<file path="config.mk">
export PLATFORM = sky130hd
export DESIGN_NAME = sync_evt_sched
export DESIGN_NICKNAME = d
export VERILOG_FILES = /design/src/rtl/sync_evt_pkg.sv /design/src/rtl/sync_evt_sched_rr_pick.sv /design/src/rtl/sync_evt_sched.sv
export SDC_FILE = /design/constraint.sdc
export NUM_CORES = 1
export LEC_CHECK = 0
export BUFFER_PORTS_ARGS = -buffer_cell sky130_fd_sc_hd__buf_4
export CORE_ASPECT_RATIO = 0.9
export CORE_UTILIZATION = 35
export DETAILED_ROUTE_END_ITERATION = 7
export PLACE_DENSITY_LB_ADDON = 0.15
export SYNTH_ARGS = -nofsm -noshare
export SYNTH_HDL_FRONTEND = slang
export SYNTH_SLANG_ARGS = --single-unit
</file>
<file path="constraint.sdc">
create_clock -name clki -period 3.3 [get_ports clki]
set_input_delay 0.66 -clock clki [delete_from_list [all_inputs] [get_ports clki]]
set_output_delay 0.66 -clock clki [all_outputs]
set_load 0.01 [all_outputs]
</file>
<file path="src/rtl/sync_evt_pkg.sv">
// Shared constants and helpers for the synchronous event scheduler.
package sync_evt_pkg;

  localparam int DEFAULT_N = 4;

  // Index width needed to name one of n requesters (never narrower than one bit).
  function automatic int idw_for(input int n);
    return (n <= 2) ? 1 : $clog2(n);
  endfunction

endpackage

</file>
<file path="src/rtl/sync_evt_sched_rr_pick.sv">
// Round-robin picker: first set pending bit at or after ptr, wrapping N-1 -> 0.
module rr_pick
  import sync_evt_pkg::*;
#(
  parameter int N   = DEFAULT_N,
  parameter int IDW = idw_for(N)
) (
  input  logic [N-1:0]   pend,
  input  logic [IDW-1:0] ptr,
  output logic           found,
  output logic [IDW-1:0] winner
);

  int idx;

  // Scan from the farthest offset down to offset 0 so the nearest candidate is written last and wins.
  always_comb begin
    found  = 1'b0;
    winner = ptr;
    idx    = 0;
    for (int k = N - 1; k >= 0; k--) begin
      idx = int'(ptr) + k;
      if (idx >= N) idx = idx - N;
      if (pend[idx]) begin
        found  = 1'b1;
        winner = IDW'(idx);
      end
    end
  end

endmodule

</file>
<file path="src/rtl/sync_evt_sched.sv">
// Rising-edge event scheduler: per-requester pending flags, round-robin single-slot output, sticky overflow.
module sync_evt_sched
  import sync_evt_pkg::*;
#(
  parameter int N   = DEFAULT_N,
  parameter int IDW = idw_for(N)
) (
  input  logic           clki,
  input  logic           rst,
  input  logic [N-1:0]   req_sync_i,
  output logic           evt_valid_o,
  output logic [IDW-1:0] evt_id_o,
  input  logic           evt_ready_i,
  output logic [N-1:0]   pend_o,
  output logic [N-1:0]   ovf_o,
  input  logic [N-1:0]   clr_ovf_i
);

  logic [N-1:0]   prev;
  logic [N-1:0]   pend;
  logic [N-1:0]   ovf;
  logic [IDW-1:0] ptr;
  logic [N-1:0]   req_edge;
  logic           found;
  logic [IDW-1:0] winner;
  logic           slot_free;
  logic           load;
  logic [N-1:0]   load_mask;
  logic [N-1:0]   ovf_set;
  logic [IDW-1:0] ptr_next;

  rr_pick #(
    .N   (N),
    .IDW (IDW)
  ) u_pick (
    .pend   (pend),
    .ptr    (ptr),
    .found  (found),
    .winner (winner)
  );

  // Derive edges, the slot load decision and the per-bit pend/overflow updates from registered state.
  always_comb begin
    req_edge  = req_sync_i & ~prev;
    slot_free = ~evt_valid_o | evt_ready_i;
    load      = slot_free & found;
    load_mask = '0;
    if (load) load_mask[winner] = 1'b1;
    ovf_set   = req_edge & pend & ~load_mask;
    ptr_next  = (winner == IDW'(N - 1)) ? '0 : winner + IDW'(1);
  end

  // Edge history, pending flags and sticky overflow; prev resets high so levels held through reset are not events.
  always_ff @(posedge clki) begin
    if (rst) begin
      prev <= '1;
      pend <= '0;
      ovf  <= '0;
    end else begin
      prev <= req_sync_i;
      pend <= (pend & ~load_mask) | req_edge;
      ovf  <= (ovf & ~clr_ovf_i) | ovf_set;
    end
  end

  // Output slot and round-robin pointer; id holds its last value once the slot empties.
  always_ff @(posedge clki) begin
    if (rst) begin
      evt_valid_o <= 1'b0;
      evt_id_o    <= '0;
      ptr         <= '0;
    end else if (load) begin
      evt_valid_o <= 1'b1;
      evt_id_o    <= winner;
      ptr         <= ptr_next;
    end else if (evt_valid_o && evt_ready_i) begin
      evt_valid_o <= 1'b0;
    end
  end

  assign pend_o = pend;
  assign ovf_o  = ovf;

endmodule

</file>
# After elaboration in Yosys (flattened, before gate mapping)

Index checks and enable logic that the tools add are counted.

$add $sub $neg: 8
Multipliers: 0
Divide/modulo/power cells: 0
Magnitude comparators: 10
Equal/unequal tests: 1
Shift operators: 0
Mux-type cells: 30
Bitwise operators: 13
Reductions and logical operators: 3

Operators with widths:

| kind                                                  | count |
|---|---|
| < comparator 32 x 4 -> 1 bit (second input constant)  | 4 |
| 2-to-1 mux 32 bit                                     | 4 |
| >= comparator 32 x 4 -> 1 bit (second input constant) | 3 |
| subtractor 32 x 4 -> 32 bit (second input constant)   | 3 |
| bitwise AND 4 bit                                     | 5 |
| 2-to-1 mux 1 bit                                      | 15 |
| inverter 4 bit                                        | 3 |
| 2-to-1 mux 2 bit                                      | 5 |
| binary-select mux 1 bit (select 2 bit)                | 4 |
| bitwise OR 4 bit                                      | 2 |
| adder 2 x 2 -> 3 bit (second input constant)          | 2 |
| 2-to-1 mux 4 bit                                      | 1 |
| subtractor 2 x 3 -> 4 bit (second input constant)     | 1 |
| adder 2 x 1 -> 3 bit (second input constant)          | 1 |
| >= comparator 2 x 3 -> 1 bit (second input constant)  | 1 |
| < comparator 2 x 3 -> 1 bit (second input constant)   | 1 |
| adder 2 x 1 -> 2 bit (second input constant)          | 1 |
| demux 1 bit (select 2 bit)                            | 1 |
| == test 2 bit (second input constant)                 | 1 |
| >= comparator 2 x 1 -> 1 bit (second input constant)  | 1 |
| logical AND 1 bit                                     | 2 |
| nonzero test 2 bit                                    | 1 |
| bitwise AND 1 bit                                     | 1 |
| inverter 1 bit                                        | 1 |
| bitwise OR 1 bit                                      | 1 |

Bits in registers: 17
Bits in latches: 0
Memory bits (writable): 0
ROM bits: 0
Bits of input ports: 11
Output and inout port bits: 11
Logic and storage cells: 71
Memories: 0

# Logic depth before layout (Yosys ltp)

Word-level depth: 18
Gate-level depth with buffers: 8
Gate-level depth less buffers: 8

# Cells and area by module

Synthesis repeated with hierarchy kept, for this count alone.

Cells, all modules: 93
Area, all modules: 824.5 sq um

Modules (own cells, without submodules):

| module         | instances | cells an instance | area an instance (sq um) | sequential area each (sq um) |
|---|---|---|---|---|
| sync_evt_sched | 1         | 77                | 724.4                    | 340.3 |
| rr_pick        | 1         | 16                | 100.1                    | 0.0 |

# Worst setup path after synthesis

Ideal clock, no wire load.

Path kind: flip-flop to flip-flop
Start point: register pend[3], in the netlist pend_o[3]
End point: register ovf[2], in the netlist ovf_o[2]
Library setup time: 0.128 ns
Arrival: 1.489 ns
Required time: 3.172 ns
Setup slack: 1.684 ns
Cell stages (with the launch flop): 9
Path buffers: 0
Clock period less this slack: 1.616 ns
Path through: dfxtp_1 > nor3_1 > or2_0 > a21oi_1 > nand2b_1 > ha_1 > nand2_1 > a32oi_1 > nor2_1

Word-level cells in the longest chain between the ends: 15
Elaborated cells between the ends (all ways): 30
Classes of those cells: order compare (2); mux (23); bitwise (4); reduce/logical (1)

RTL lines:

| element                                                                                           | RTL line                     | RTL |
|---|---|---|
| start: declaration                                                                                | sync_evt_sched.sv:20         | `logic [N-1:0] pend;` |
| start signal: assignment                                                                          | sync_evt_sched.sv:61         | `pend <= (pend & ~load_mask) \| req_edge;` |
| binary-select mux 1 bit (select 2 bit)                                                            | sync_evt_sched_rr_pick.sv:24 | `if (pend[idx]) begin` |
| 2-to-1 mux 1 bit (implied by the code) (2 in a row)                                               | sync_evt_sched_rr_pick.sv:24 |  |
| 2-to-1 mux 2 bit (3 in a row)                                                                     | sync_evt_sched_rr_pick.sv:24 |  |
| 2-to-1 mux 2 bit *                                                                                | sync_evt_sched_rr_pick.sv:24 |  |
| net u_pick.winner[1]                                                                              | sync_evt_sched_rr_pick.sv:11 | `output logic [IDW-1:0] winner` |
| < comparator 2 x 3 -> 1 bit (implied by the code) or >= comparator 2 x 1 -> 1 bit (tied branches) | sync_evt_sched.sv:48         | `if (load) load_mask[winner] = 1'b1;` |
| logical AND 1 bit (implied by the code)                                                           | sync_evt_sched.sv:48         |  |
| 2-to-1 mux 1 bit (implied by the code)                                                            | sync_evt_sched.sv:48         |  |
| demux 1 bit (select 2 bit) *                                                                      | sync_evt_sched.sv:48         |  |
| 2-to-1 mux 4 bit *                                                                                | sync_evt_sched.sv:48         |  |
| inverter 4 bit *                                                                                  | sync_evt_sched.sv:49         | `ovf_set = req_edge & pend & ~load_mask;` |
| bitwise AND 4 bit *                                                                               | sync_evt_sched.sv:49         |  |
| bitwise OR 4 bit *                                                                                | sync_evt_sched.sv:62         | `ovf <= (ovf & ~clr_ovf_i) \| ovf_set;` |
| end signal: assignment                                                                            | sync_evt_sched.sv:62         |  |
| end: declaration                                                                                  | sync_evt_sched.sv:21         | `logic [N-1:0] ovf;` |

Mark *: on every way through the listed nets, which the timed path passes. The rest lies on a longest branch. The select of a mux whose other input is x is not followed.
A chain may end at the register's enable or synchronous reset.

# Final worst setup path

Start point: register pend[2], in the netlist pend_o[2]
End point: register ovf[1], in the netlist ovf_o[1]

Word-level cells in the longest chain between the ends: 15
Elaborated cells between the ends (all ways): 30
Classes of those cells: order compare (2); mux (23); bitwise (4); reduce/logical (1)

RTL lines:

| element                                                                                           | RTL line |
|---|---|
| binary-select mux 1 bit (select 2 bit)                                                            | sync_evt_sched_rr_pick.sv:24 |
| 2-to-1 mux 1 bit (implied by the code) (2 in a row)                                               | sync_evt_sched_rr_pick.sv:24 |
| 2-to-1 mux 2 bit (4 in a row)                                                                     | sync_evt_sched_rr_pick.sv:24 |
| < comparator 2 x 3 -> 1 bit (implied by the code) or >= comparator 2 x 1 -> 1 bit (tied branches) | sync_evt_sched.sv:48 |
| logical AND 1 bit (implied by the code)                                                           | sync_evt_sched.sv:48 |
| 2-to-1 mux 1 bit (implied by the code)                                                            | sync_evt_sched.sv:48 |
| demux 1 bit (select 2 bit)                                                                        | sync_evt_sched.sv:48 |
| 2-to-1 mux 4 bit *                                                                                | sync_evt_sched.sv:48 |
| inverter 4 bit *                                                                                  | sync_evt_sched.sv:49 |
| bitwise AND 4 bit *                                                                               | sync_evt_sched.sv:49 |
| bitwise OR 4 bit *                                                                                | sync_evt_sched.sv:62 |

Mark *: on every way between the ends. The rest lies on a longest branch, timed or not. The select of a mux whose other input is x is not followed.

==> flow_summary.json <==
{
  "cts_max_path_buffers": 2,
  "clock_slew_at_reported_path_ffs_ns": 0.11,
  "post-route-min-period_ns": 1.74,
  "cts_num_sinks": 17,
  "synthTopCellsByCount": "17 x sky130_fd_sc_hd__dfxtp_1, 8 x sky130_fd_sc_hd__a21oi_1, 8 x sky130_fd_sc_hd__nor2_1",
  "final_wtd_congestion": 0.817,
  "path_class": "register to register",
  "fin_tns_setup_ns": 0,
  "grt_antenna_before_repair": 0,
  "die_area_sq_um": 2400,
  "detail_route.vias_per_cell": 5.00,
  "hpwlAfterDp_mm": 1.08,
  "area.growth.synth_to_final_pct": 27.8,
  "yosysMostFrequentCell": "sky130_fd_sc_hd__dfxtp_1",
  "via_count": 665,
  "power.share.clock": 0.248,
  "grt_util_all_layers": 0.142,
  "vdd_drop_max_uv": 303,
  "cts-hold-fix-buffers": 0,
  "grt_pass1_wl_mm": 2.46,
  "ant_nets": 0,
  "tightestPinTransition_ns": 0.358,
  "reg2reg_slack_ns": 1.56,
  "postSynthRegisterBits": 17,
  "synth.top_cell.area_share": 0.440,
  "post_cts.repair.setup_buffers": 0,
  "min_period_over_period": 0.526,
  "synth_warnings": 0,
  "io-pin-count": 22,
  "max_stage_delay_ns": 0.41,
  "cpMaxStageDelayCell": "sky130_fd_sc_hd__dfxtp_1",
  "cts.root.buffer_cell": "sky130_fd_sc_hd__clkbuf_4",
  "detailedRoute.firstPassIterationCount": 4,
  "p_seq_frac": 0.500,
  "max_freq_ghz": 0.576,
  "cell_pwr_density_nw_per_um2": 479,
  "synthesis.instances": 84,
  "pwr-share-comb": 0.252,
  "postSynthNetCount": 99,
  "drive_above_1_share": 0.315,
  "ys_seq_area_frac": 0.440,
  "power.switching_fraction": 0.310,
  "design.core.area_sq_um": 1990,
  "setup-violations-final": 0,
  "arrival_ns": 1.94,
  "rows": 15,
  "h_tree_lvls": 1,
  "worstPathCellList": "and2b_1 -> o21ai_0 -> nor2b_1 -> ha_1 -> nand2_1 -> a32oi_1 -> nor2_1",
  "tritoncts": "done",
  "path_max_fanout": 8,
  "start_util": 0.389,
  "maxCapViolations": 0,
  "drt-wirelength-per-cell_microns": 10.9,
  "worst_setup_path_start_kind": "register",
  "cts-buffers-inserted": 3,
  "detailedRoute.firstIterationViolations": 7,
  "proportion_of_synthesized_flip_flops_having_asynchronous_set_or_reset": 0,
  "wirelength_mm": 1.45,
  "finalHoldViolCount": 0,
  "synth_largest_area_cell": "sky130_fd_sc_hd__dfxtp_1",
  "status": "completed",
  "post_cts_resized": 0,
  "switchingPower_w": 0.000147,
  "dominantRegCellSynth": "sky130_fd_sc_hd__dfxtp_1",
  "chipWidth_microns": 51.5,
  "post_synth_design_cell_area_sq_um": 773,
  "design.final.nets": 124,
  "drcViolationCount": 0,
  "static_power_due_to_leakage_nw": 0.433,
  "grt_max_degree": 18,
  "clock_latency_ns": 0.30,
  "timing.hold.worst.class": "register to register",
  "slew_viol_final": 0,
  "timing.clock.skew_ns": 0.00783,
  "internal-power_w": 0.000327,
  "synth_edf_count": 0,
  "io_buffer_count": 21,
  "fin_cells": 133,
  "endpoint_kind": "register",
  "grt_overflow_total": 0,
  "fp.dieH_microns": 46.6,
  "syn_area_per_cell_sq_um": 9.21,
  "placed_cells_incl_taps": 129,
  "n_antenna_cell": 0,
  "first_global_vias": 567,
  "grt_setup_unrepaired": "false",
  "netlist-cell-type-count": 26,
  "worst-endpoint-required_ns": 3.51,
  "maxSlewHeadroom": 0.760,
  "synth.top_cells.by_area": "sky130_fd_sc_hd__dfxtp_1 44%, sky130_fd_sc_hd__ha_1 6.5%, sky130_fd_sc_hd__nor2b_1 5.7%"
}
==> final cells by class <==
class,count,area [sq um]
inverter,5,18.8
multi-input combinational,61,410
timing repair buffer,21,158
tap,25,31.3
clock buffer,3,22.5
fill,203,1000
clock inverter,1,7.51
sequential,17,340
==> cell usage in the layout (no fill, tap or decap) <==
master,synthesis,routed
sky130_fd_sc_hd__or2_2,4,4
sky130_fd_sc_hd__nand4b_1,2,2
sky130_fd_sc_hd__and2b_1,1,1
sky130_fd_sc_hd__mux2i_1,1,1
sky130_fd_sc_hd__nor2_1,8,8
sky130_fd_sc_hd__a32oi_1,2,2
sky130_fd_sc_hd__o21ai_0,3,3
sky130_fd_sc_hd__nor3b_1,1,1
sky130_fd_sc_hd__ha_1,4,4
sky130_fd_sc_hd__inv_1,5,5
sky130_fd_sc_hd__clkbuf_4,0,3
sky130_fd_sc_hd__nor2_2,2,2
sky130_fd_sc_hd__o221a_1,1,1
sky130_fd_sc_hd__a31oi_1,1,1
sky130_fd_sc_hd__a21boi_2,1,1
sky130_fd_sc_hd__a211oi_2,1,1
sky130_fd_sc_hd__buf_4,0,21
sky130_fd_sc_hd__nor3_1,1,1
sky130_fd_sc_hd__clkinvlp_4,0,1
sky130_fd_sc_hd__a2bb2oi_1,1,1
sky130_fd_sc_hd__a21oi_1,8,8
sky130_fd_sc_hd__dfxtp_1,17,17
sky130_fd_sc_hd__nor2b_1,7,7
sky130_fd_sc_hd__nand2b_1,4,4
sky130_fd_sc_hd__o221a_4,1,1
sky130_fd_sc_hd__a31o_1,1,1
sky130_fd_sc_hd__nand2_1,5,5
sky130_fd_sc_hd__or2_0,1,1
==> logic make-up after synthesis <==
group                      Yosys count  synth area share
AOI/OAI and AO/OA                   20             0.196
and+or+nand+nor                     36             0.257
adders and majority gates            4            0.0647
buffers and inverters                6            0.0291
DFF                                 17             0.440
muxes                                1            0.0129
==> through the flow <==
| stage | instance area (sq um) | hold WS (ns) | utilization | total power, W | worst slack, ns |
|---|---|---|---|---|---|
| after floorplan | 773 | 0.493 | - | 0.000319 | 1.68 |
| after global placement | 958 | 0.462 | 0.482 | 0.000359 | 1.51 |
| after detailed placement | 958 | 0.473 | 0.482 | 0.000362 | 1.50 |
| after CTS | 988 | 0.489 | 0.497 | 0.000480 | 1.57 |
| after global routing | 988 | 0.502 | 0.497 | 0.000504 | 1.39 |
| final | 988 | 0.484 | 0.497 | 0.000473 | 1.56 |
==> state kept, by name, indices dropped and copies added (netlist names) <==
| signal | flops |
|---|---|
| evt_valid_o | 1 |
| pend_o | 4 |
| evt_id_o | 2 |
| ovf_o | 4 |
| ptr | 2 |
| prev | 4 |
==> critical path, delay by kind of cell (launching register included) <==
family | cells | cell delay [ns]
compound gates | 2 | 0.48
simple gates | 4 | 0.57
fa+ha+maj | 1 | 0.18
flops | 1 | 0.41
==> per-layer routing <==
layer | vias up | wire length (microns) | global-route usage
met2 | 23 | 641 | 0.223
li1 | 337 | - | -
met5 | - | 0 | 0
met1 | 305 | 701 | 0.182
met3 | 0 | 104 | 0.0594
met4 | 0 | 0 | 0.0324
==> power groups by stage <==
stage	combinational [W]	clock (W)	sequential, W
finish	0.000119	0.000118	0.000236
global route	0.000134	0.000130	0.000239
CTS	0.000121	0.000123	0.000237
detailed placement	0.000120	0	0.000241
global placement	0.000118	0	0.000241
floorplan	0.0000776	0	0.000242
==> path summary, 6_finish.rpt <==
kind	start	end	cells past startpoint
max	pend_o[2]	ovf_o[1]	7
min	ovf_o[3]	ovf_o[3]	2
max reg2reg	pend_o[2]	ovf_o[1]	7
min reg2reg	ovf_o[3]	ovf_o[3]	2
(Power assumes the default switching activity.)
